File: config.mk
export PLATFORM = sky130hd
export DESIGN_NAME = sparce_mem_cmd_queue_flat
export DESIGN_NICKNAME = d
export VERILOG_FILES = /design/src/rtl/sparceMemPkg.sv /design/src/rtl/sparce_mem_cmd_queue_if.sv /design/src/rtl/sparce_mem_cmdq_storage.sv /design/src/rtl/sparce_mem_cmd_queue.sv /design/src/flat_wrapper.sv
export SDC_FILE = /design/constraint.sdc
export NUM_CORES = 1
export LEC_CHECK = 0
export BUFFER_PORTS_ARGS = -buffer_cell sky130_fd_sc_hd__buf_2
export CORE_ASPECT_RATIO = 1.2
export CORE_UTILIZATION = 25
export CTS_CLUSTER_DIAMETER = 30
export DETAILED_ROUTE_END_ITERATION = 8
export HOLD_SLACK_MARGIN = 0.02
export PLACE_DENSITY_LB_ADDON = 0.05
export SYNTH_ARGS = -nofsm -noshare
export SYNTH_HDL_FRONTEND = slang
export SYNTH_SLANG_ARGS = --single-unit
export TNS_END_PERCENT = 20
File: constraint.sdc
create_clock -name clk -period 13.22 [get_ports clk]
set_input_delay 1.322 -clock clk [delete_from_list [all_inputs] [get_ports clk]]
set_output_delay 1.322 -clock clk [all_outputs]
set_load 0.02 [all_outputs]
File: src/rtl/sparceMemPkg.sv
// Shared types for the sparse memory command path: opcodes, command struct, field widths.
package sparceMemPkg;

  localparam int unsigned ADDR_WIDTH = 16;
  localparam int unsigned DATA_WIDTH = 32;

  typedef enum logic [1:0] {
    MEM_NOP   = 2'd0,
    MEM_READ  = 2'd1,
    MEM_WRITE = 2'd2
  } mem_op_e;

  typedef struct packed {
    mem_op_e                opcode;
    logic [ADDR_WIDTH-1:0]  address;
    logic [DATA_WIDTH-1:0]  data;
  } mem_cmd_t;

endpackage

File: src/rtl/sparce_mem_cmd_queue_if.sv
// One valid/ready command channel; master drives the command, slave returns ready.
interface sparce_mem_cmd_queue_if;
  import sparceMemPkg::*;

  logic                  valid;
  logic                  ready;
  mem_op_e               opcode;
  logic [ADDR_WIDTH-1:0] addr;
  logic [DATA_WIDTH-1:0] data;

  modport master (
    output valid,
    output opcode,
    output addr,
    output data,
    input  ready
  );

  modport slave (
    input  valid,
    input  opcode,
    input  addr,
    input  data,
    output ready
  );

endinterface

File: src/rtl/sparce_mem_cmdq_storage.sv
// Command entry array: one synchronous write port, one asynchronous read port, not reset.
module sparce_mem_cmdq_storage
  import sparceMemPkg::*;
#(
  parameter int unsigned DEPTH = 8
) (
  input  logic                     clk,
  input  logic                     we,
  input  logic [$clog2(DEPTH)-1:0] waddr,
  input  mem_cmd_t                 wdata,
  input  logic [$clog2(DEPTH)-1:0] raddr,
  output mem_cmd_t                 rdata
);

  mem_cmd_t mem [DEPTH];

  always_ff @(posedge clk) begin
    if (we) begin
      mem[waddr] <= wdata;
    end
  end

  assign rdata = mem[raddr];

endmodule

File: src/rtl/sparce_mem_cmd_queue.sv
// In-order command FIFO in front of the sparse memory core; NOPs are dropped at entry.
// Optional zero-latency empty-queue bypass is enabled by SPARCE_MEM_CMDQ_BYPASS_EN.
module sparce_mem_cmd_queue
  import sparceMemPkg::*;
#(
  parameter int unsigned DEPTH = 8
) (
  input  logic                      clk,
  input  logic                      rst,
  input  logic                      flush,
  sparce_mem_cmd_queue_if.slave     in_if,
  sparce_mem_cmd_queue_if.master    out_if,
  output logic [$clog2(DEPTH):0]    count,
  output logic                      full,
  output logic                      empty
);

  localparam int unsigned PW = $clog2(DEPTH) + 1;

  logic [PW-1:0] wr_q, wr_d, rd_q, rd_d;
  mem_cmd_t      in_cmd, head, out_cmd;
  logic          is_cmd, push, pop;

  // One extra pointer bit distinguishes full from empty when the low bits match.
  assign empty = (wr_q == rd_q);
  assign full  = (wr_q[PW-1] != rd_q[PW-1]) && (wr_q[PW-2:0] == rd_q[PW-2:0]);
  assign count = wr_q - rd_q;

  always_comb begin
    in_cmd.opcode  = in_if.opcode;
    in_cmd.address = in_if.addr;
    in_cmd.data    = in_if.data;
  end

  assign is_cmd = (in_if.opcode != MEM_NOP);

  always_comb begin
    in_if.ready  = !full && !rst;
    out_if.valid = !empty;
    out_cmd      = empty ? mem_cmd_t'('0) : head;
    push         = in_if.valid && in_if.ready && is_cmd;
    pop          = !empty && out_if.ready;
`ifdef SPARCE_MEM_CMDQ_BYPASS_EN
    if (empty && in_if.valid && is_cmd && !flush && !rst) begin
      out_if.valid = 1'b1;
      out_cmd      = in_cmd;
      // Consumed straight through: never written, pointers stay put.
      if (out_if.ready) begin
        push = 1'b0;
      end
    end
`endif
    wr_d = wr_q;
    rd_d = rd_q;
    if (push) begin
      wr_d = wr_q + 1'b1;
    end
    if (pop) begin
      rd_d = rd_q + 1'b1;
    end
    if (flush) begin
      wr_d = '0;
      rd_d = '0;
    end
  end

  always_comb begin
    out_if.opcode = out_cmd.opcode;
    out_if.addr   = out_cmd.address;
    out_if.data   = out_cmd.data;
  end

  always_ff @(posedge clk or posedge rst) begin
    if (rst) begin
      wr_q <= '0;
      rd_q <= '0;
    end else begin
      wr_q <= wr_d;
      rd_q <= rd_d;
    end
  end

  sparce_mem_cmdq_storage #(
    .DEPTH (DEPTH)
  ) u_storage (
    .clk   (clk),
    .we    (push && !flush),
    .waddr (wr_q[PW-2:0]),
    .wdata (in_cmd),
    .raddr (rd_q[PW-2:0]),
    .rdata (head)
  );

endmodule

File: src/flat_wrapper.sv
// flat-port wrapper written by rule: the top's interface ports become plain ports
module sparce_mem_cmd_queue_flat import sparceMemPkg::*;
#(
  parameter int unsigned DEPTH = 8
)
  (clk, rst, flush, count, full, empty, in_if_valid, in_if_opcode, in_if_addr, in_if_data, in_if_ready, out_if_valid, out_if_opcode, out_if_addr, out_if_data, out_if_ready);
  sparce_mem_cmd_queue_if in_if_i ();
  sparce_mem_cmd_queue_if out_if_i ();
  input  logic clk;
  input  logic rst;
  input  logic flush;
  output logic [$clog2(DEPTH):0] count;
  output logic full;
  output logic empty;
  input wire logic [$bits(in_if_i.valid)-1:0] in_if_valid;
  input wire logic [$bits(in_if_i.opcode)-1:0] in_if_opcode;
  input wire logic [$bits(in_if_i.addr)-1:0] in_if_addr;
  input wire logic [$bits(in_if_i.data)-1:0] in_if_data;
  output wire logic [$bits(in_if_i.ready)-1:0] in_if_ready;
  output wire logic [$bits(out_if_i.valid)-1:0] out_if_valid;
  output wire logic [$bits(out_if_i.opcode)-1:0] out_if_opcode;
  output wire logic [$bits(out_if_i.addr)-1:0] out_if_addr;
  output wire logic [$bits(out_if_i.data)-1:0] out_if_data;
  input wire logic [$bits(out_if_i.ready)-1:0] out_if_ready;
  assign in_if_i.valid = in_if_valid;
  assign in_if_i.opcode = in_if_opcode;
  assign in_if_i.addr = in_if_addr;
  assign in_if_i.data = in_if_data;
  assign in_if_ready = in_if_i.ready;
  assign out_if_valid = out_if_i.valid;
  assign out_if_opcode = out_if_i.opcode;
  assign out_if_addr = out_if_i.addr;
  assign out_if_data = out_if_i.data;
  assign out_if_i.ready = out_if_ready;
  sparce_mem_cmd_queue #(.DEPTH(DEPTH)) u_core (.clk(clk), .rst(rst), .flush(flush), .in_if(in_if_i), .out_if(out_if_i), .count(count), .full(full), .empty(empty));
endmodule
# Word level (Yosys, flattened, before mapping)
# Memories as Yosys holds them, arrays and structs flattened.
# Cells that the tools add are included.
op_classes:
  addsub: 3
  n_eq_ne: 3
  reduce_logical: 13
  muxes: 7
op_table:
  columns: ["op", "n"]
  rows:
  - ["50-bit two-way mux", 1]
  - ["4-bit two-way mux", 4]
  - ["4-bit by 1-bit adder with 4-bit output, second input constant", 2]
  - ["1-bit logical AND", 6]
  - ["2-bit nonzero test", 3]
  - ["4-bit equality test", 1]
  - ["1-bit zero test", 4]
  - ["4-bit subtractor", 1]
  - ["3-bit equality test", 1]
  - ["1-bit two-way mux", 2]
  - ["1-bit inequality test", 1]
word_totals:
  mem_bits_rw: 400
  out_inout_bits: 58
  memories: 1
  input_bits: 55
  elab_cells: 29
  ff_bits: 8
mem_list:
  columns: ["memory", "words", "word_bits", "read_ports", "rd_clocked_by_memory_dff", "wr", "line", "text"]
  rows:
  - ["u_core.u_storage.mem", 8, 50, 1, 0, 1, "sparce_mem_cmdq_storage.sv:15", "mem_cmd_t mem [DEPTH];"]

# Depth between registers and ports, before layout
# Gate-level depths: netlist of run 1.
depth:
  depth_word: 9
  depth_mapped: 10
  mapped_depth_nobuf: 7

# By module
# Synthesis of run 1 repeated with hierarchy kept, for this count alone.
unflattened:
  cells_unflattened: 709
  hier_area_um2: 16363.2
modules_own_cells:
  columns: ["module", "cells_each", "instances", "area_each_um2", "seq_area_each_um2"]
  rows:
  - ["sparce_mem_cmdq_storage", 591, 1, 15449.8, 12011.5]
  - ["sparce_mem_cmd_queue", 118, 1, 913.4, 200.2]

# Least setup slack after synthesis of run 1
# No wires, ideal clock.
synth_path:
  path_type: "input to register"
  start: "input port in_if_opcode[1]"
  end: "memory u_core.u_storage.mem[4][0] (netlist name), enable pin"
  setup_slack_ns: 7.275
  setup_ns: 0.519
  arrival_time_ns: 5.426
  n_path_buf: 0
  cell_stages: 4
  t_required_ns: 12.701
  cell_sequence: "o21ai_0 > a211oi_4 > nand3b_1 > nor3_1"
synth_between:
  elab_chain_cells: 5
synth_lines:
  columns: ["item", "line", "text"]
  rows:
  - ["from (decl)", "flat_wrapper.sv:16", "input wire logic [$bits(in_if_i.opcode)-1:0] in_if_opcode;"]
  - ["2-bit nonzero test", "sparce_mem_cmd_queue.sv:35", "assign is_cmd = (in_if.opcode != MEM_NOP);"]
  - ["1-bit logical AND", "sparce_mem_cmd_queue.sv:41", "push = in_if.valid && in_if.ready && is_cmd;"]
  - ["1-bit logical AND", "sparce_mem_cmd_queue.sv:87", ".we (push && !flush),"]
  - ["1-bit two-way mux", "sparce_mem_cmdq_storage.sv:18", "if (we) begin"]
  - ["1-bit two-way mux (not written as such)", "sparce_mem_cmdq_storage.sv:19", "mem[waddr] <= wdata;"]
  - ["to (decl)", "sparce_mem_cmdq_storage.sv:15", null]
# No other way between the ends.

# Final worst setup path of run 1
layout_path:
  start: "register u_core.rd_q[1]"
  end: "output port out_if_data[0]"
layout_between:
  elab_chain_cells: 2
  elab_cells_between_ends: 3
  classes_between: "eq/ne (1); mux (1); memory (1)"
layout_lines:
  columns: ["item", "line", "text"]
  rows:
  - ["from (decl)", "sparce_mem_cmd_queue.sv:20", "logic [PW-1:0] wr_q, wr_d, rd_q, rd_d;"]
  - ["from (signal assigned)", "sparce_mem_cmd_queue.sv:79", "rd_q <= rd_d;"]
  - ["memory read 8 x 50 bit / 4-bit equality test (equally long branches)", null, null]
  - ["50-bit two-way mux *", "sparce_mem_cmd_queue.sv:40", "out_cmd = empty ? mem_cmd_t'('0) : head;"]
  - ["to (decl)", "flat_wrapper.sv:23", "output wire logic [$bits(out_if_i.data)-1:0] out_if_data;"]
# Mark *: on every way between the ends. The rest lies on a longest branch, timed or not.

==> results of run 1 <==
## cells by family after synthesis
family	after synthesis
buffers and inverters	43
muxes	102
adders and majority gates	6
DFF	408
AOI/OAI and AO/OA	60
xor gates and xnor gates	8
and+or+nand+nor	33
## flip-flops by register name (all words and copies together), names as in the netlist
name,flops
u_core.u_storage.mem,400
u_core.rd_q,4
u_core.wr_q,4
## routing by layer
layer	vias up	GRT usage, %	part of all wire, %
met3	79	2.93	4.3
met2	182	22.7	52
met5	-	0	0.11
met1	3992	15.3	41
li1	3237	-	-
met4	6	5.67	2.6
## synth_stat cells
cell type	count
edfxtp_1	400
nand3b_1	1
mux4_2	100
buf_6	3
nand2b_1	1
nand3_1	2
a31o_2	1
nor2_1	15
buf_1	2
nand2_1	6
nor2b_1	1
xnor2_2	1
a21o_1	1
ha_1	5
clkbuf_1	8
nor2_2	2
o21ai_0	2
a22o_1	50
buf_2	15
mux2_1	1
and3_1	1
xnor2_1	5
fa_1	1
o211ai_1	1
nand4_1	2
dfrtp_1	8
nor3_1	2
a21oi_1	4
a211oi_4	1
xor2_1	2
buf_4	6
inv_2	1
inv_1	8
mux2i_1	1
## stage by stage
step / utilization, % / setup slack, ns / std cells / area [um^2]
6_report: 33.2 / 8.20 / 1727 / 20300
5_1_grt: 33.2 / 7.98 / 1727 / 20300
4_1_cts: 33.2 / 8.06 / 1727 / 20300
3_5_place_dp: 28.0 / 8.70 / 1561 / 17100
3_3_place_gp: 28.0 / 8.71 / 1561 / 17100
2_1_floorplan: - / 7.27 / 660 / 15500
## worst max-delay path: stages (launching register included)
cell and delay, ns:
dfrtp_4 0.87, inv_1 0.10, ha_1 0.33, and3_1 0.23
nand2_1 0.14, inv_2 0.08, nor2_4 0.07, buf_4 0.69
a22o_1 0.35, buf_2 0.20
## power breakdown
group | internal (mW) | leakage (nW) | total, mW | switching, mW
registers | 1.43 | 3.71 | 1.45 | 0.0130
clock network | 1.63 | 1.54 | 2.32 | 0.690
logic | 0.125 | 1.49 | 0.302 | 0.177
total | 3.19 | 6.74 | 4.07 | 0.880
## how the worst max path moves through the flow
stage / start / endpoint / slack (ns) / cells after the start
2_1_floorplan: in_if_opcode[1] / u_core.u_storage.mem[4][0] / 7.27 / 4
3_3_place_gp: u_core.rd_q[1] / out_if_data[24] / 8.71 / 9
3_5_place_dp: u_core.rd_q[1] / out_if_data[24] / 8.70 / 9
4_1_cts: u_core.rd_q[1] / out_if_data[24] / 8.06 / 9
5_1_grt: u_core.rd_q[1] / out_if_data[31] / 7.98 / 9
6_report: u_core.rd_q[1] / out_if_data[0] / 8.20 / 9
## final cells by class
type,count,area share [%]
Inverter,9,0.166
Tap cell,808,4.98
Timing Repair Buffer,127,3.32
Multi-Input combinational cell,209,15.6
Clock inverter,56,3.79
Sequential cell,408,60.2
Clock buffer,110,12.0
## layout by cell type (no fill, tap or decap), types with 2 or more instances in the layout
cell / count
mux4_2: 100
nand4_1: 2
clkinv_4: 11
buf_4: 15
xnor2_1: 5
clkinv_1: 7
a21oi_1: 4
a22o_1: 50
buf_2: 112
nor2_4: 8
clkbuf_1: 15
nor2_1: 9
nand2_1: 6
o21ai_0: 2
nor3_2: 2
xor2_1: 2
clkbuf_16: 95
inv_1: 8
clkinv_2: 10
ha_1: 5
nand3_1: 2
edfxtp_1: 400
bufinv_16: 17
dfrtp_4: 2
clkinvlp_4: 8
inv_6: 3
dfrtp_1: 6
==> results.toml, run 1 <==
[status]
status = "complete, no violations"

[grt]
grt_remaining_overflow = 0
antenna_found_initial = 4
grt_start_max_net_pins = 65
track_usage_pct = 13.0
grt_pass1_wl_mm = 58.3
grt_pass1_vias = 8670

[clock_network]
clkSlewWorstSetupHoldPaths_ns = 0.04
cts_root_buf = "clkbuf_16"
postCtsSetupRepairBufs = 0
numCtsBuffers = 91
ctsHoldBuffers = 0
clk-insertion-delay-late_ns = 0.60
numClockSinks = 408
cts_tree = "built"
htree_levels = 3
post_cts_resized = 0
cts_buffer_depth = 3

[synthesis]
synth_top_family_by_area = "multiplexers"
synth_mux_area_share_pct = 14.6
synth.yosys.seq_area_share_pct = 78.6
postSynthAreaPerCell_um2 = 23.5
synth_top_area_share_pct = 77.3
synth_cell_types = 34
synth-seq-cells = 408
synth_area_um2 = 15500
syn-num-nets = 721
synth_warnings = 0
yosys.area_share.simple_pct = 0.967
netlist_top_cells_area = "edfxtp_1 77%, mux4_2 14%, a22o_1 2.8%"
synthCells = 660
synth_top_cell_by_area = "edfxtp_1"
synth-adder-area-share_pct = 0.532
synth-compound-area-share_pct = 3.29
synth-xor-area-share_pct = 0.499

[placed_design]
routabilityCongestion = 0.681
io_buffers = 112
hpwl_mm = 21.0

[routing]
dr.pass1.iters = 4
wire_per_inst_um = 23.1
vias = 7496
route.detailed.drc = 0
vias_per_cell = 4.34
antenna_left = 0
routed_wl_mm = 39.9
drt_iter0_drc = 421

[cells_and_area]
nets = 907
fill_cells = 5762
n_antenna_cell = 0
multiInputGateArea_um2 = 3160
areaGrowthSynthToFinish_pct = 30.7
final-seq-area_um2 = 12200
drive_above_1_share_pct = 42.1

[setup_path]
r2r-end = "u_core.u_storage.mem[2][34]"
required_ns = 11.90
critPathLaunchType = "flip-flop"
r2r_setup_slack_ns = 9.13
crit_type = "reg -> out"
end_kind = "output port"
reg2reg_from = "u_core.rd_q[1]"
cp.arrival_ns = 3.70
rr_worst_depth = 7
cp_max_fo = 50

[timing]
setup_viol = 0
maxSlewHeadroom_pct = 24.7
setup_tns_ns = 0
finalHoldViolCount = 0
fin_crit_ns = 5.02
finClkSkew_ns = 0.0185
rsz0062_at_grt = "no"
fmax_ghz = 0.199
fin_crit_sh_pct = 38.0
holdWs_ns = 0.642
maxSlewViolCount = 0
tightest_slew_ns = 1.13

[power]
ir_drop_uv = 93.1
power_mw = 4.07
p_leak_nw = 6.74
power.density_nw_per_um2 = 201

[hold_path]
hold_depth = 2
whs_endpoint = "u_core.rd_q[3]"
hold_start = "u_core.rd_q[3]"
hold_class = "reg -> reg"

[die]
dieWidth_um = 230
core_area_um2 = 61100
num_rows = 99
ios = 113
dieArea_um2 = 63100
die_h_um = 275
initial_utilization_pct = 25.4

[run]
max_cap_violations = 0
(Power assumes the default switching activity.)
==> inputs of run 2 (changes only) <==
Clock period 13.22 ns to 5.05 ns, I/O delays scaled along.
==> results.toml, run 2 (same netlist as run 1, synthesis figures left out) <==
[power]
power_frac_comb_pct = 7.9
swShare_pct = 22.4
p_int_mw = 8.19
power_switching_mw = 2.36
ir_drop_uv = 270
power_mw = 10.6
p_clk_share_pct = 56.5
p_seq_share_pct = 35.6
power.density_nw_per_um2 = 517
p_leak_nw = 6.75

[placed_design]
hpwl_mm = 21.0
io_buffers = 112
dpl_cell_area_um2 = 17200
pre_cts_ws_ns = 1.53
dpl.cell_count = 1566
routabilityCongestion = 0.668

[die]
dieWidth_um = 230
core_area_um2 = 61100
initial_utilization_pct = 25.4
num_rows = 99
dieArea_um2 = 63100
ios = 113
die_h_um = 275

[grt]
grtUsageMet1_pct = 14.8
grt_pass1_wl_mm = 58.2
grt_pass1_vias = 8822
busiest_layer = "met2"
use_met2_pct = 22.9
grt_remaining_overflow = 0
antenna_found_initial = 6
track_usage_pct = 12.9
grt_start_max_net_pins = 104
use_met3_pct = 3.41

[setup_path]
crit_family = "buffers and inverters"
cp.arrival_ns = 3.44
cp_max_fo = 58
critical-path-slowest-cell = "buf_4"
crit_chain = "buf_4 > buf_4 > mux4_2 > a22o_1 > buf_2"
crit_buf_inv = 3
critPathLaunchType = "flip-flop"
cpPeakStageDelay_ns = 0.86
end_kind = "output port"
crit_top_cell = "buf_4"
required_ns = 4.55
crit_type = "reg -> out"

[routing]
vias = 7549
antenna_left = 0
dr.pass1.iters = 4
drt_iter0_drc = 404
wire_per_inst_um = 23.0
route.detailed.drc = 0
vias_per_cell = 4.34
routed_wl_mm = 39.9

[cells_and_area]
final_common_cell = "edfxtp_1"
top_register = "u_core.u_storage.mem"
stdcell_count = 1740
drive_above_1_share_pct = 41.6
areaGrowthSynthToFinish_pct = 31.5
stdcell_area_um2 = 20400
fill_cells = 5786
largest_reg_flops = 400
nets = 916
most-common-layout-cells = "400 x edfxtp_1, 112 x buf_2, 100 x mux4_2, 96 x clkbuf_16, 50 x a22o_1"
multiInputGateArea_um2 = 3170
top_regs = "u_core.u_storage.mem x400, u_core.rd_q x4, u_core.wr_q x4"
final-seq-area_um2 = 12200

[timing]
maxSlewHeadroom_pct = 36.7
finClkSkew_ns = 0.0157
finalHoldViolCount = 0
rsz0062_at_grt = "no"
fmax_ghz = 0.253
fin_crit_sh_pct = 78.2
setup_tns_ns = 0
fin_crit_ns = 3.95
setup_viol = 0
worst_slack_ns = 1.10
maxSlewViolCount = 0
tightest_slew_ns = 0.950

[clock_network]
cts_root_buf = "clkbuf_16"
numCtsBuffers = 94
cts_tree = "built"
cts_buffer_depth = 3
clk-insertion-delay-late_ns = 0.61
numClockSinks = 408
clkSlewWorstSetupHoldPaths_ns = 0.05
htree_levels = 3

[status]
status = "complete, no violations"

[hold_path]
hold_class = "in -> reg"

[run]
max_cap_violations = 0
[run 2: worst paths after layout]
kind / endpoint / depth (start not counted) / startpoint / slack (ns)
min reg2reg: u_core.rd_q[3] / 2 / u_core.rd_q[3] / 0.66
min: u_core.u_storage.mem[1][24] / 1 / in_if_data[24] / 0.16
min in group asynchronous: u_core.rd_q[2] / 3 / rst / 0.47
max: out_if_addr[4] / 5 / u_core.rd_q[1] / 1.10
max in group asynchronous: u_core.rd_q[1] / 3 / rst / 4.30
max reg2reg: u_core.u_storage.mem[4][10] / 7 / u_core.wr_q[0] / 1.60
[run 2: per-stage QoR]
stage          hold WS [ns]  util [%]
6_report              0.160      33.5
5_1_grt               0.137      33.4
4_1_cts               0.115      33.4
3_5_place_dp          0.544      28.2
3_3_place_gp          0.545      28.2
2_1_floorplan         0.321         -
[run 2: cell type report]
type | instances | share of cell area, %
inverter | 9 | 0.165
antenna | 2 | 0.0245
tap | 808 | 4.95
timing repair buffer | 133 | 4.02
clock buffer | 109 | 12.0
clock inverter | 62 | 3.54
multi-input combinational | 209 | 15.5
sequential | 408 | 59.8
[run 2: repair_timing]
action / CTS / global route
hold endpoints to repair: 8 / 0
setup endpoints to repair: 0 / 0
buffers inserted: 0 / 0
resized for setup: 0 / 0
hold buffers: 1 / 0
[run 2: routing by layer]
metal	vias to the layer above	wire, um
li1	3258	-
met5	-	62
met2	185	21000
met4	10	831
met3	80	1930
met1	4016	16100
[run 2: power by group through the flow]
| stage | clock [mW] | sequential [mW] | combinational (mW) |
|---|---|---|---|
| 6_report | 5.97 | 3.76 | 0.832 |
| 5_1_grt | 6.27 | 3.76 | 0.899 |
| 4_1_cts | 6.10 | 3.76 | 0.869 |
| 3_5_place_dp | 0 | 3.82 | 0.864 |
| 3_3_place_gp | 0 | 3.82 | 0.857 |
| 2_1_floorplan | 0 | 3.82 | 0.561 |
[run 2: worst register-to-register path, stage by stage (launching register included)]
cell and delay [ns]:
dfrtp_1 0.54, inv_1 0.12, ha_1 0.33, and3_1 0.24
a211oi_4 0.43, nand3b_1 0.41, nor3_4 0.67, buf_4 0.39
